`src/rtl/write_to_ddr3.sv`:
```
// write_to_ddr3: Avalon-MM burst write master for the DDR3 double frame buffer.
// Drains the show-ahead pixel FIFO into buffer0/buffer1 in 4-beat bursts,
// pulses bufferN_filled when a frame completes, and services single-beat
// debug test writes between bursts.
// Optional build macro DDR3_WR_STATS_EN adds stall_cycles / frames_written.
module write_to_ddr3 #(
    parameter int IMAGE_WIDTH  = 1280,
    parameter int IMAGE_HEIGHT = 1024,
    parameter int FIFO_USED_W  = 9
) (
    input  logic                   ddr3_clk,
    input  logic                   ddr3_reset,
    input  logic [25:0]            ddr3_buffer0_offset,
    input  logic [25:0]            ddr3_buffer1_offset,
    input  logic                   ddr3_wr_buffer0_free,
    input  logic                   ddr3_wr_buffer1_free,
    output logic                   buffer0_filled,
    output logic                   buffer1_filled,
    input  logic [127:0]           fifo_rd_data,
    input  logic [FIFO_USED_W-1:0] fifo_used,
    output logic                   fifo_rd_ack,
    input  logic                   test_wr,
    input  logic [31:0]            test_addr,
    input  logic [127:0]           test_wr_data,
    output logic                   wr_finish,
    input  logic                   ddr3_avl_ready,
    output logic                   ddr3_avl_burstbegin,
    output logic                   ddr3_avl_write_req,
    output logic [2:0]             ddr3_avl_size,
    output logic [25:0]            ddr3_avl_addr,
    output logic [127:0]           ddr3_avl_wdata,
    output logic [15:0]            ddr3_avl_be
`ifdef DDR3_WR_STATS_EN
    ,
    output logic [31:0]            stall_cycles,
    output logic [15:0]            frames_written
`endif
);

    localparam logic [23:0] MAX_COUNT = 24'(((IMAGE_WIDTH * IMAGE_HEIGHT) >> 4) - 1);

    typedef enum logic [2:0] {
        S_IDLE,
        S_TEST_WRITE,
        S_FRAME_START,
        S_BURST,
        S_WAIT_DATA
    } state_t;

    state_t        r_state;
    state_t        w_next;

    logic [25:0]   r_addr;
    logic [2:0]    r_size;
    logic [25:0]   r_frame_addr;
    logic [2:0]    r_frame_size;
    logic          r_buf_sel;
    logic          r_in_frame;
    logic [23:0]   r_count;
    logic [1:0]    r_beat;
    logic          r_test_pending;
    logic [25:0]   r_test_addr;
    logic [127:0]  r_test_data;
    logic          r_buf0_filled;
    logic          r_buf1_filled;
    logic          r_wr_finish;

    logic          w_accept;
    logic          w_buf_free;
    logic          w_fifo_ready;
    logic          w_burst_done;
    logic          w_test_done;
    logic [5:0]    w_unused_test_addr_hi;

    assign w_unused_test_addr_hi = test_addr[31:26];

    assign w_accept     = ((r_state == S_BURST) || (r_state == S_TEST_WRITE)) && ddr3_avl_ready;
    assign w_buf_free   = r_buf_sel ? ddr3_wr_buffer1_free : ddr3_wr_buffer0_free;
    assign w_fifo_ready = (fifo_used >= FIFO_USED_W'(4));
    assign w_burst_done = (r_state == S_BURST) && w_accept && (r_beat == 2'd3);
    assign w_test_done  = (r_state == S_TEST_WRITE) && w_accept;

    assign ddr3_avl_size  = r_size;
    assign ddr3_avl_addr  = r_addr;
    assign ddr3_avl_be    = '1;
    assign buffer0_filled = r_buf0_filled;
    assign buffer1_filled = r_buf1_filled;
    assign wr_finish      = r_wr_finish;

    // State register
    always_ff @(posedge ddr3_clk or posedge ddr3_reset) begin
        if (ddr3_reset) begin
            r_state <= S_IDLE;
        end else begin
            r_state <= w_next;
        end
    end

    // Next-state decode and Avalon request/data outputs
    always_comb begin
        w_next              = r_state;
        ddr3_avl_write_req  = 1'b0;
        ddr3_avl_burstbegin = 1'b0;
        ddr3_avl_wdata      = fifo_rd_data;
        fifo_rd_ack         = 1'b0;
        case (r_state)
            S_IDLE: begin
                if (r_test_pending) begin
                    w_next = S_TEST_WRITE;
                end else if (r_in_frame) begin
                    w_next = S_WAIT_DATA;
                end else if (w_buf_free) begin
                    w_next = S_FRAME_START;
                end
            end
            S_FRAME_START: w_next = S_WAIT_DATA;
            S_WAIT_DATA: begin
                if (r_test_pending) begin
                    w_next = S_IDLE;
                end else if (w_fifo_ready) begin
                    w_next = S_BURST;
                end
            end
            S_BURST: begin
                ddr3_avl_write_req  = 1'b1;
                ddr3_avl_burstbegin = (r_beat == 2'd0);
                fifo_rd_ack         = ddr3_avl_ready;
                if (w_burst_done) begin
                    w_next = S_IDLE;
                end
            end
            S_TEST_WRITE: begin
                ddr3_avl_write_req  = 1'b1;
                ddr3_avl_burstbegin = 1'b1;
                ddr3_avl_wdata      = r_test_data;
                if (w_test_done) begin
                    w_next = S_IDLE;
                end
            end
            default: w_next = S_IDLE;
        endcase
    end

    // Frame/burst bookkeeping, test-write capture and completion pulses.
    // The Avalon addr/size registers are borrowed by a test write and then
    // restored from the frame shadow copies so the frame resumes in place.
    always_ff @(posedge ddr3_clk or posedge ddr3_reset) begin
        if (ddr3_reset) begin
            r_addr         <= '0;
            r_size         <= '0;
            r_frame_addr   <= '0;
            r_frame_size   <= '0;
            r_buf_sel      <= 1'b0;
            r_in_frame     <= 1'b0;
            r_count        <= '0;
            r_beat         <= '0;
            r_test_pending <= 1'b0;
            r_test_addr    <= '0;
            r_test_data    <= '0;
            r_buf0_filled  <= 1'b0;
            r_buf1_filled  <= 1'b0;
            r_wr_finish    <= 1'b0;
        end else begin
            r_buf0_filled <= 1'b0;
            r_buf1_filled <= 1'b0;
            r_wr_finish   <= 1'b0;

            if (w_test_done) begin
                r_test_pending <= 1'b0;
            end else if (test_wr && !r_test_pending) begin
                r_test_pending <= 1'b1;
                r_test_addr    <= test_addr[25:0];
                r_test_data    <= test_wr_data;
            end

            case (r_state)
                S_IDLE: begin
                    if (r_test_pending) begin
                        r_addr <= r_test_addr;
                        r_size <= 3'b001;
                    end
                end
                S_FRAME_START: begin
                    r_addr       <= r_buf_sel ? ddr3_buffer1_offset : ddr3_buffer0_offset;
                    r_frame_addr <= r_buf_sel ? ddr3_buffer1_offset : ddr3_buffer0_offset;
                    r_size       <= 3'b100;
                    r_frame_size <= 3'b100;
                    r_count      <= '0;
                    r_in_frame   <= 1'b1;
                end
                S_BURST: begin
                    if (w_accept) begin
                        r_beat <= r_beat + 2'd1;
                        if (r_beat == 2'd3) begin
                            if (r_count == MAX_COUNT) begin
                                r_buf0_filled <= ~r_buf_sel;
                                r_buf1_filled <= r_buf_sel;
                                r_buf_sel     <= ~r_buf_sel;
                                r_in_frame    <= 1'b0;
                            end else begin
                                r_addr       <= r_frame_addr + 26'd4;
                                r_frame_addr <= r_frame_addr + 26'd4;
                                r_count      <= r_count + 24'd1;
                            end
                        end
                    end
                end
                S_TEST_WRITE: begin
                    if (w_accept) begin
                        r_wr_finish <= 1'b1;
                        r_addr      <= r_frame_addr;
                        r_size      <= r_frame_size;
                    end
                end
                default: ;
            endcase
        end
    end

`ifdef DDR3_WR_STATS_EN
    logic [31:0] r_stall_cycles;
    logic [15:0] r_frames_written;

    assign stall_cycles   = r_stall_cycles;
    assign frames_written = r_frames_written;

    // Saturating stall counter and wrapping completed-frame counter
    always_ff @(posedge ddr3_clk or posedge ddr3_reset) begin
        if (ddr3_reset) begin
            r_stall_cycles   <= '0;
            r_frames_written <= '0;
        end else begin
            if (ddr3_avl_write_req && !ddr3_avl_ready && (r_stall_cycles != '1)) begin
                r_stall_cycles <= r_stall_cycles + 32'd1;
            end
            if (r_buf0_filled || r_buf1_filled) begin
                r_frames_written <= r_frames_written + 16'd1;
            end
        end
    end
`endif

endmodule

```
`config.mk`:
```
export PLATFORM = sky130hd
export DESIGN_NAME = write_to_ddr3
export DESIGN_NICKNAME = d
export VERILOG_FILES = /design/src/rtl/write_to_ddr3.sv
export SDC_FILE = /design/constraint.sdc
export NUM_CORES = 1
export LEC_CHECK = 0
export CAP_MARGIN = 30
export CORE_MARGIN = 3
export CORE_UTILIZATION = 30
export CTS_BUF_LIST = sky130_fd_sc_hd__clkbuf_16
export CTS_CLUSTER_SIZE = 14
export DETAILED_ROUTE_END_ITERATION = 16
export PLACE_DENSITY_LB_ADDON = 0.3
export SYNTH_ARGS = -nofsm -noshare
export SYNTH_HDL_FRONTEND = slang
export SYNTH_SLANG_ARGS = --single-unit
```
`constraint.sdc`:
```
create_clock -name ddr3_clk -period 11.4 [get_ports ddr3_clk]
set_clock_uncertainty 0.1 [all_clocks]
set_input_delay 2.28 -clock ddr3_clk [delete_from_list [all_inputs] [get_ports ddr3_clk]]
set_output_delay 2.28 -clock ddr3_clk [all_outputs]
set_load 0.01 [all_outputs]
```
==> metrics.txt, run 1 <==
status finished, final reports clean; Max-slew headroom 0.235; share of layout cells above drive strength 1 0.216; final core occ 0.461; flop2flop setup slack around 7.8 ns; arrival time at the worst endpoint about 3.8 ns; Ys Warns 0; commonest cells after routing, fill and taps aside clkdlybuf4s50_1 (508), mux2_2 (291), dfrtp_1 (244); Final Hold Viols 0; antenna violations before repair 18; Critical Path Source Type primary input; combinational share of power 0.501; clock-pin slew on the worst setup and hold paths approximately 0.060 ns; max incr delay on CP around 0.66 ns; die width 214 um; internal cell power about 3.2 mW; Post-synth EDFFs 0; mapped cell area between 0.01 and 0.015 mm2; die area between 0.04 and 0.05 mm2; slowest CP cell clkdlybuf4s50_1; DRT antenna net count 0; crit path time final ~6.1 ns; final WL around 51000 um; H-tree depth 1; Async SR Flop Fraction 1.00; TNS Setup 0 ns; critical path fanouts, max 8; final std cells w/o fill 2251; Sequential Power Share 0.315; Cell Rows 75; Hold WS between 0.3 and 0.4 ns; Area contributors post-synth dfrtp_1 (47%), mux2_2 (25%), nor2_1 (2.3%); Pwr Total 4.95 mW; HPWL after detailed placement 38200 um; Pre-Repair DR Iteration Count 5; Design Area, Final 0.0195 mm2; Hold-fix buffers, CTS 0; Final Net Count between 1500 and 2000; routing usage on met1 0.271; Core Box Area between 0.04 and 0.05 mm2; Switch Pwr between 1.5 and 2 mW; met2 usage 0.351; Synth cell types 62; clock insertion delay at the later pin of the skew report 0.55 ns; clock sinks about 240; Peak VDD IR between 0.15 and 0.2 mV; RSZ-0062 raised after global routing no; Top FF cell, synth dfrtp_1; Seq cells post-synth around 240; Placed Instances 2186; worst-path cell chain clkdlybuf4s50_1 > nand2_1 > inv_1 > clkdlybuf4s50_1; routing usage on met3 0.0558; P_leak about 7.6 nW; post-cts gate resize count 0; Clk pwr share 0.184; Final Cycle Share 0.537; die height about 210 um; routed len/inst ~23 um; post-synth top area cell dfrtp_1; Worst Tran Pin Value approximately 1.1 ns; Ports ~530; Place WS around 5.3 ns; sequential element share of the synthesized area 0.469; Req. time, crit path around 9 ns; DRC 0; power density cells between 200 and 300 mW/mm2; CTS tree built; first-pass GRT wire length around 74000 um; routability cong. 0.915; final worst slack between 5 and 6 ns; f_max ~160 MHz; clk buf depth 3; routed via count 11200; max_cap viols 0; Critical Path Most Common Cell clkdlybuf4s50_1; Avg Cell Area, Syn approximately 11 um2; Sw Share 0.361; vias in the first global route approximately 11000; DR vias/cell between 4 and 5; CTS Root Cell clkbuf_16; Num CTS Buffers 28; initial DRC count roughly 870; crit path kind in -> out; Post-CTS Setup Bufs 0; Buffers on Ports approximately 510; Min-Delay Path Class reg -> reg; Placed Area around 0.019 mm2; GRT Total Usage 0.211; most common library cell in the layout ignoring fill and taps clkdlybuf4s50_1; Final Setup Violations 0; Worst Setup End Kind output port; largest net degree at the start of global routing ~150; cell count after synthesis ~1200; Yosys top cell area share 0.469; total gr overflow 0; Slew Limit Fails 0; GRT busiest layer met2; P&R area growth vs syn 49.9%; initial core utilization 0.307
==> kinds of logic (layout without fill, tap and decap cells) <==
family	after synthesis	count (layout)	share of synthesized area
and+or+nand+nor	260	260	0.0934
xor gates and xnor gates	39	39	0.0262
AOI/OAI and AO/OA	195	195	0.0985
adders and majority gates	4	4	0.00384
other	2	32	0.000576
muxes	310	310	0.266
DFF	244	244	0.469
buffers and inverters	109	590	0.0426
==> sequential cells by signal, indices dropped and copies added, names as in the netlist <==
| name | cells |
|---|---|
| r_test_data | 128 |
| r_beat | 2 |
| buffer0_filled | 1 |
| ddr3_avl_size | 2 |
| r_count | 24 |
| r_in_frame | 1 |
| r_frame_addr | 26 |
| r_frame_size | 1 |
| wr_finish | 1 |
| r_test_addr | 26 |
| r_buf_sel | 1 |
| buffer1_filled | 1 |
| ddr3_avl_addr | 26 |
| r_state | 3 |
| r_test_pending | 1 |
==> cell usage after synthesis, types with 9 or more instances <==
master and instances:
mux2_2 291, dfrtp_1 244, nor2_1 81, nand2_1 80
a21oi_1 49, o21ai_0 43, clkbuf_1 37, xnor2_1 31
buf_4 29, nand3_1 23, mux2i_1 19, buf_2 18
nor3_1 17, inv_1 15, nand4_1 15, a211oi_1 13
a31oi_1 11, o221ai_1 10, o211ai_1 9
==> power by group through the flow <==
stage	logic, mW	registers [mW]	clock network, mW
floorplan	1.46	1.47	0
finish	2.48	1.56	0.910
detailed placement	2.47	1.58	0
global route	2.66	1.61	0.972
CTS	2.48	1.56	0.939
global placement	2.43	1.56	0
==> worst paths after layout <==
kind / startpoint / to / depth (start not counted)
min in group asynchronous: ddr3_reset / r_test_data[119]$_DFFE_PP0P_ / 2
min reg2reg: ddr3_avl_addr[7]$_DFFE_PP0P_ / ddr3_avl_addr[7]$_DFFE_PP0P_ / 1
max reg2reg: r_state[0]$_DFFE_PP0P_ / r_frame_addr[25]$_DFFE_PP0P_ / 9
max: ddr3_avl_ready / fifo_rd_ack / 4
min: ddr3_avl_addr[7]$_DFFE_PP0P_ / ddr3_avl_addr[7]$_DFFE_PP0P_ / 1
max in group asynchronous: ddr3_reset / r_test_data[77]$_DFFE_PP0P_ / 3
==> per-layer routing <==
metal  wire length, um  part of all wire  up-vias
li1                  -                 -     5151
met3              4360             0.086       65
met4              1430             0.028        6
met5                41           0.00081        -
met1             20700              0.41     5456
met2             24200              0.48      519
==> critical path, delay by kind of cell <==
kind,cells,cell delay [ns]
buf+inv,3,1.32
simple gates,1,0.14
==> area by class of cell <==
type / instances / area (um2)
Antenna cell: 15 / 37.5
Clock buffer: 29 / 726
Clock inverter: 20 / 186
Fill cell: 4013 / 22900
Inverter: 15 / 63.8
Multi-Input combinational cell: 825 / 6440
Sequential cell: 244 / 6110
Tap cell: 577 / 722
Timing Repair Buffer: 526 / 5250
Note: power is estimated with default switching activity, not from simulation.
==> inputs of run 2 (changes only) <==
Clock period 11.4 ns to 5.8 ns, I/O delays scaled along.
==> run 2 against run 1 <==
Against the previous run:
- via count increased by 0.29%
- highest routed layer unchanged
- setup slack worse by 4.5 ns
- power grew 95%
- routed wire length rose by 0.48%
- critical path type is now reg -> out
- core utilization shrank 0.080 points
- count of clock-buffer cells in the layout is the same
- global-route usage increased by 0.25 points
- first-iteration DRC count shrank 19%
==> metrics.txt, run 2 (synthesis gave the netlist of run 1 again) <==
status finished, final reports clean; Hold Crit Start r_frame_size[2]$_DFFE_PP0P_; clock-pin slew on the worst setup and hold paths 0.06 ns; Pre-Repair DR Iteration Count 5; Worst Tran Pin Value 0.965 ns; post-cts gate resize count 0; HPWL after detailed placement ~39000 um; largest net degree at the start of global routing roughly 130; initial core utilization 0.307; Critical Path Source Type register; critical path fanouts, max between 60 and 70; Critical Path Most Common Cell buf_4; Min-Delay Path Class reg -> reg; Hold EP r_frame_size[2]$_DFFE_PP0P_; Num CTS Buffers 28; Largest register FFs between 100 and 150; Req. time, crit path 4.54 ns; Sequential Power Share 0.320; Clk pwr share 0.178; Final Setup Violations 0; family with the most delay on the worst path buffers and inverters; total gr overflow 0; reg2reg start r_state[2]$_DFFE_PP0P_; most common library cell in the layout ignoring fill and taps clkdlybuf4s50_1; DRC 0; internal cell power between 6 and 7 mW; first-pass GRT wire length roughly 75000 um; vias in the first global route 11600; max_cap viols 0; combinational share of power 0.502; routability cong. 0.895; max incr delay on CP 0.65 ns; power density cells 495 mW/mm2; final WL 51000 um; clock insertion delay at the later pin of the skew report between 0.5 and 0.6 ns; R2R depth 7; Final Net Count roughly 2000; number of cells on the worst hold path 1; Hold-fix buffers, CTS 0; flop2flop setup slack around 1.6 ns; P_leak around 7.6 nW; Buffers on Ports between 500 and 600; routed via count between 10000 and 15000; CTS Root Cell clkbuf_16; commonest cells after routing, fill and taps aside clkdlybuf4s50_1 (508), mux2_2 (291), dfrtp_1 (244); P&R area growth vs syn 49.7%; routed len/inst ~23 um; Hold WS roughly 0.38 ns; Slew Limit Fails 0; antenna violations before repair 12; Final Hold Viols 0; Final Cycle Share 0.870; Post-CTS Setup Bufs 0; RSZ-0062 raised after global routing no; H-tree depth 1; DR vias/cell around 5; clk buf depth 3; initial DRC count roughly 710; fillers 4006; die area 0.0460 mm2; f_max roughly 200 MHz; WP buf/inv 3; Sw Share 0.366; arrival time at the worst endpoint ~3.8 ns; Worst Setup End Kind output port; share of layout cells above drive strength 1 0.218; crit path time final around 5.0 ns; FF-to-FF End r_frame_addr[25]$_DFFE_PP0P_; Switch Pwr between 3 and 4 mW; clock sinks between 200 and 250; TNS Setup 0 ns; largest register by flop count r_test_data; die width 214 um; Cell Rows 75; slowest CP cell buf_4; GRT Total Usage 0.214; Ports approximately 530; Max-slew headroom 0.355; die height ~210 um; worst-path cell chain buf_4 > nand2b_1 > nor2_4 > buf_4 > mux2_2 > clkdlybuf4s50_1; crit path kind reg -> out; DRT antenna net count 0; Peak VDD IR around 0.26 mV; CTS tree built; Core Box Area about 0.042 mm2
[run 2: layout make-up]
class / count / area (um2) / area share
Inverter: 15 / 60.1 / 0.00308
Multi-Input combinational cell: 825 / 6440 / 0.330
Tap cell: 577 / 722 / 0.0370
Clock inverter: 19 / 149 / 0.00764
Timing Repair Buffer: 526 / 5280 / 0.271
Sequential cell: 244 / 6110 / 0.313
Antenna cell: 6 / 15.0 / 0.000770
Clock buffer: 29 / 726 / 0.0372
[run 2: how the worst max path moves through the flow]
stage	from	endpoint	depth (start not counted)
floorplan	ddr3_reset	buffer0_filled$_DFF_PP0_	1
detailed placement	r_state[2]$_DFFE_PP0P_	ddr3_avl_wdata[63]	6
finish	r_state[2]$_DFFE_PP0P_	ddr3_avl_wdata[13]	6
global placement	r_state[2]$_DFFE_PP0P_	ddr3_avl_wdata[63]	6
CTS	r_state[2]$_DFFE_PP0P_	ddr3_avl_wdata[63]	6
global route	r_state[2]$_DFFE_PP0P_	ddr3_avl_wdata[63]	6
[run 2: power by group through the flow]
stage	sequential, mW	combinational (mW)	clock [mW]
after floorplan	2.88	2.87	0
after global placement	3.09	4.77	0
after detailed placement	3.12	4.87	0
after CTS	3.10	4.89	1.78
after global routing	3.19	5.19	1.84
final	3.09	4.84	1.72
[run 2: through the flow]
step | worst slack [ns] | instance area, um2 | cells | utilization | power (mW)
final | 0.754 | 19500 | 2241 | 0.460 | 9.65
after global routing | 0.643 | 19500 | 2236 | 0.459 | 10.2
after CTS | 0.728 | 19500 | 2235 | 0.459 | 9.77
after detailed placement | 1.36 | 18600 | 2187 | 0.439 | 7.98
after global placement | 1.39 | 18600 | 2185 | 0.438 | 7.86
after floorplan | 1.34 | 13100 | 1178 | - | 5.75
[run 2: metal layers]
layer	part of all wire	track usage
met2	0.49	0.366
met3	0.093	0.0683
met5	0.0019	0
met4	0.017	0.0406
met1	0.40	0.267
==> variant 1: new RTL, flow settings as in run 1 <==
`FIFO_USED_W`: 9 -> 18.
--- a/src/rtl/write_to_ddr3.sv
+++ b/src/rtl/write_to_ddr3.sv
@@ -6,7 +6,7 @@
 module write_to_ddr3 #(
     parameter int IMAGE_WIDTH  = 1280,
     parameter int IMAGE_HEIGHT = 1024,
-    parameter int FIFO_USED_W  = 9
+    parameter int FIFO_USED_W  = 18
 ) (
     input  logic                   ddr3_clk,
     input  logic                   ddr3_reset,
Interface: changed (resized fifo_used); port bits go from 534 to 543. The function was not compared with the original's and may differ.
==> variant 1 against run 1 <==
Power fell by 2.8%. Fmax rose by 0.87%. Setup slack improved by 53 ps. Cell area rose by 0.86%. Cell count fell by 0.27%. Sequential cell count did not move. Non-clock buffer count rose by 13. Critical endpoint is now ddr3_avl_wdata[59]. Critical path type is now reg -> out. Area after synthesis rose by 0.69%. Count of clock-buffer cells in the layout rose by 2. Via count fell by 1.3%. Routed wire length fell by 4.1%. First-iteration DRC count fell by 15%.
==> variant 1: results <==
metrics = {
    "synthesis": {
        "postSynth.asyncResetShare_pct": 100,
        "syn-mean-instance-area_um2": 11.4,
        "ys_seq_area_share_pct": 46.5,
        "ys_types": 70,
        "netlist_top_cells_area": "dfrtp_1 (47%), mux2_2 (26%), nand2_1 (2.2%)",
        "synthTopCellsByCount": "mux2_2 (299), dfrtp_1 (244), nand2_1 (76)",
    },
    "routing": {
        "routed_via_density": 4.92,
        "wl_met1_mm": 18.6,
        "routed-wl-met3_mm": 3.39,
        "drt_wl_total_mm": 48.7,
        "drt_iter0_markers": 739,
        "wl_met2_mm": 25.2,
        "vias": 11000,
    },
    "global_routing": {
        "track_usage_pct": 20.5,
        "grt_pass1_vias": 11700,
        "grt_max_degree": 109,
        "antenna_found_initial": 12,
        "grt_pass1_wl_mm": 72.9,
    },
    "power": {
        "max-vdd-ir-drop_mv": 0.112,
        "p_leak_nw": 7.76,
        "p_sw_mw": 1.72,
        "powerClk_mw": 0.919,
        "p_comb_share_pct": 47.6,
    },
    "setup_path": {
        "critPathSlowestCell": "buf_4",
        "cp.arrival_ps": 3690,
        "r2r_slack_ps": 6980,
        "slowest_delay_ps": 690,
        "reg2reg_from": "r_state[2]",
        "crit_path_max_fanout": 68,
        "worstReg2RegEnd": "r_test_data[51]",
    },
    "clock_network": {
        "numCtsBuffers": 30,
        "ctsResizeCount": 0,
        "clk_pin_slew_worst_paths_ps": 60,
    },
    "finish": {
        "fin_nets": 2007,
        "drive_above_1_share_pct": 23.4,
        "nFillCells": 4043,
    },
    "place": {
        "place_area_um2": 18700,
        "port_buffers": 519,
        "gp_congestion": 0.836,
        "dp_slack_ps": 5400,
        "dpl.cell_count": 2184,
        "dp_hpwl_mm": 36.7,
    },
    "min_path": {
        "min_to": "r_frame_size[2]",
        "min_from": "r_frame_size[2]",
    },
    "outcome": {
        "outcome": "finished clean",
    },
    "timing": {
        "tightest_slew_ps": 954,
    },
}
[variant 1: area by class of cell]
cell class	count	area share, %
multi-input combinational	809	32.9
sequential	244	31.0
timing repair buffer	539	27.2
clock buffer	31	3.94
tap	577	3.66
clock inverter	24	0.851
inverter	15	0.324
antenna	6	0.0762
[variant 1: logic make-up (layout without fill, tap and decap cells)]
logic type	Yosys count	in the layout	share of synthesized area (%)
AO/OA/AOI/OAI	179	179	9.47
XOR/XNOR	36	36	2.40
adder cells (fa/ha/maj)	4	4	0.382
buffers and inverters	113	609	4.58
flip-flops	244	244	46.5
multiplexers	311	311	26.6
other	2	23	0.0572
AND/OR/NAND/NOR	262	262	9.99
[variant 1: how the worst max path moves through the flow]
stage,startpoint,slack (ps),cells after the start,to
floorplan,ddr3_reset,2320,1,buffer0_filled
global placement,ddr3_avl_ready,5410,4,fifo_rd_ack
detailed placement,ddr3_avl_ready,5400,4,fifo_rd_ack
CTS,r_state[2],5300,6,ddr3_avl_wdata[59]
global route,r_state[2],5180,6,ddr3_avl_wdata[57]
finish,r_state[2],5330,6,ddr3_avl_wdata[59]
[variant 1: critical path, delay by kind of cell, from the launching register on]
family / cells / cell delay [ps]
buffers and inverters: 3 / 1470
and+or+nand+nor: 2 / 760
muxes: 1 / 420
DFF: 1 / 360
[variant 1: layer usage]
layer	global-route usage, %	vias to the layer above
met5	0	-
met3	4.97	81
li1	-	5133
met1	24.0	5415
met2	37.2	416
met4	6.01	4
[variant 1: metrics by stage]
step           power, mW  utilization (%)  hold slack [ps]
3_5_place_dp        3.92             44.0              352
2_1_floorplan       2.84                -              332
5_1_grt             5.11             46.2              408
6_report            4.81             46.2              363
4_1_cts             4.88             46.2              365
3_3_place_gp        3.88             43.9              349
==> variant 2: new RTL, config.mk and constraints of run 1 <==
Without the edit above. Re-encode `state_t` (5 states) as Gray code, 3 bits wide.
--- a/src/rtl/write_to_ddr3.sv
+++ b/src/rtl/write_to_ddr3.sv
@@ -40,11 +40,11 @@
     localparam logic [23:0] MAX_COUNT = 24'(((IMAGE_WIDTH * IMAGE_HEIGHT) >> 4) - 1);
 
     typedef enum logic [2:0] {
-        S_IDLE,
-        S_TEST_WRITE,
-        S_FRAME_START,
-        S_BURST,
-        S_WAIT_DATA
+        S_IDLE        = 3'b000,
+        S_TEST_WRITE  = 3'b001,
+        S_FRAME_START = 3'b011,
+        S_BURST       = 3'b010,
+        S_WAIT_DATA   = 3'b110
     } state_t;
 
     state_t        r_state;
Formal check against the unedited RTL: no difference found for any inputs over 4 cycles, from zero or initial values and one cycle with ddr3_reset high; so few cycles prove little.
==> variant 2 against run 1 <==
Sequential cell count stayed put. Largest power group unchanged. Power is 7.9% lower. First-iteration DRC count is 47% lower. Cell area is 1.2% lower. Critical endpoint unchanged. Sequential share of layout area is 0.39 points higher. Setup slack better by 44 ps. Area after synthesis is 1.2% lower. Routed wire length is 11% lower.
==> variant 2: results <==
metrics = {
    "synthesis": {
        "synth_mux_area_share_pct": 27.2,
        "synthTopCellsByCount": "mux2_2 (294), dfrtp_1 (244), nand2_1 (75)",
        "yosys_warnings": 0,
        "ys_seq_area_share_pct": 47.4,
        "netlist_top_cells_area": "dfrtp_1 (47%), mux2_2 (26%), o21ai_0 (2.4%)",
        "yosys_most_used_dff": "dfrtp_1",
        "synth_xor_area_share_pct": 2.25,
        "ys_types": 66,
        "synth-compound-area-share_pct": 9.28,
        "synth_adder_area_share_pct": 0.389,
    },
    "routing": {
        "avgRoutedWirePerCell_um": 20.9,
        "routed_via_density": 4.94,
        "drt_iter0_markers": 464,
    },
    "place": {
        "dp_slack_ps": 5320,
        "gp_congestion": 0.831,
        "port_buffers": 508,
        "dp_hpwl_mm": 34.0,
    },
    "global_routing": {
        "grt_use_met1_pct": 24.6,
        "grt_pass1_wl_mm": 66.4,
        "grt_pass1_vias": 10900,
        "antenna_found_initial": 9,
        "track_usage_pct": 19.2,
        "use_met2_pct": 32.8,
        "grtUsageMet3_pct": 4.13,
        "grt_max_degree": 147,
    },
    "setup_path": {
        "reg2reg_from": "r_state[2]",
        "slowest_delay_ps": 630,
        "reg2reg_depth": 7,
        "worstReg2RegEnd": "r_test_data[65]",
        "r2r_slack_ps": 8230,
        "cp.arrival_ps": 3700,
    },
    "timing": {
        "hold_viol": 0,
        "tightest_slew_ps": 1020,
        "fin_hold_ws_ps": 371,
    },
    "finish": {
        "fin_nets": 1957,
        "drive_above_1_share_pct": 23.0,
    },
    "min_path": {
        "min_to": "r_frame_size[2]",
        "min_from": "r_frame_size[2]",
    },
    "power": {
        "max-vdd-ir-drop_mv": 0.104,
        "p_leak_nw": 7.67,
    },
    "clock_network": {
        "clk_latency_ps": 550,
        "numCtsBuffers": 29,
    },
    "outcome": {
        "outcome": "finished clean",
    },
}
## variant 2: cell count changes in the layout (fill, tap and decap cells not counted), sizes merged, moves of 11 or more
cell and delta:
a21oi -20, nor2 -20, o21ai +17, xnor2 -15
a211oi -11
## variant 2: logic make-up (layout without fill, tap and decap cells)
logic type,count (synthesis),count (layout)
buffers and inverters,110,594
and+or+nand+nor,236,236
xor gates and xnor gates,33,33
other,2,23
muxes,313,313
AOI/OAI and AO/OA,179,179
adders and majority gates,4,4
DFF,244,244
## variant 2: worst max path at each step
stage          cells past startpoint                 end  slack [ps]           start
3_3_place_gp                       4         fifo_rd_ack        5320  ddr3_avl_ready
2_1_floorplan                      1      buffer0_filled        2320      ddr3_reset
4_1_cts                            4         fifo_rd_ack        5320  ddr3_avl_ready
3_5_place_dp                       4         fifo_rd_ack        5320  ddr3_avl_ready
5_1_grt                            6  ddr3_avl_wdata[31]        5150      r_state[0]
6_report                           4         fifo_rd_ack        5320  ddr3_avl_ready
## variant 2: layout make-up
cell class              count  area [um^2]
clock buffers              29          726
inverters                  14         60.1
clock inverters            24          155
repair buffers            527         5280
multi-input cells         782         6280
well taps                 539          674
flip-flops and latches    244         6110
fillers                  3897        22800
diodes                      6         15.0
## variant 2: per-layer routing
metal / share of wire, % / vias up
met5: 0.086 / -
met4: 2.2 / 6
met3: 6.3 / 61
met2: 51 / 377
met1: 41 / 5252
li1: - / 4991
## variant 2: where the power goes
part | switching, mW | internal, mW
registers | 0.297 | 1.26
logic | 0.932 | 1.19
clock network | 0.372 | 0.503
## variant 2: worst reg2reg max path: cells and delay by family (launching register included)
family	cells	cell delay, ps
AND/OR/NAND/NOR	3	970
buffers and inverters	3	890
multiplexers	1	770
flip-flops	1	330
## variant 2: through the flow
stage	utilization [%]	power, mW	area [um^2]	cells
6_report	45.8	4.56	19300	2165
5_1_grt	45.8	4.86	19300	2164
4_1_cts	45.8	4.61	19300	2158
3_5_place_dp	43.7	3.71	18400	2105
2_1_floorplan	-	2.74	12900	1136
3_3_place_gp	43.5	3.66	18300	2102
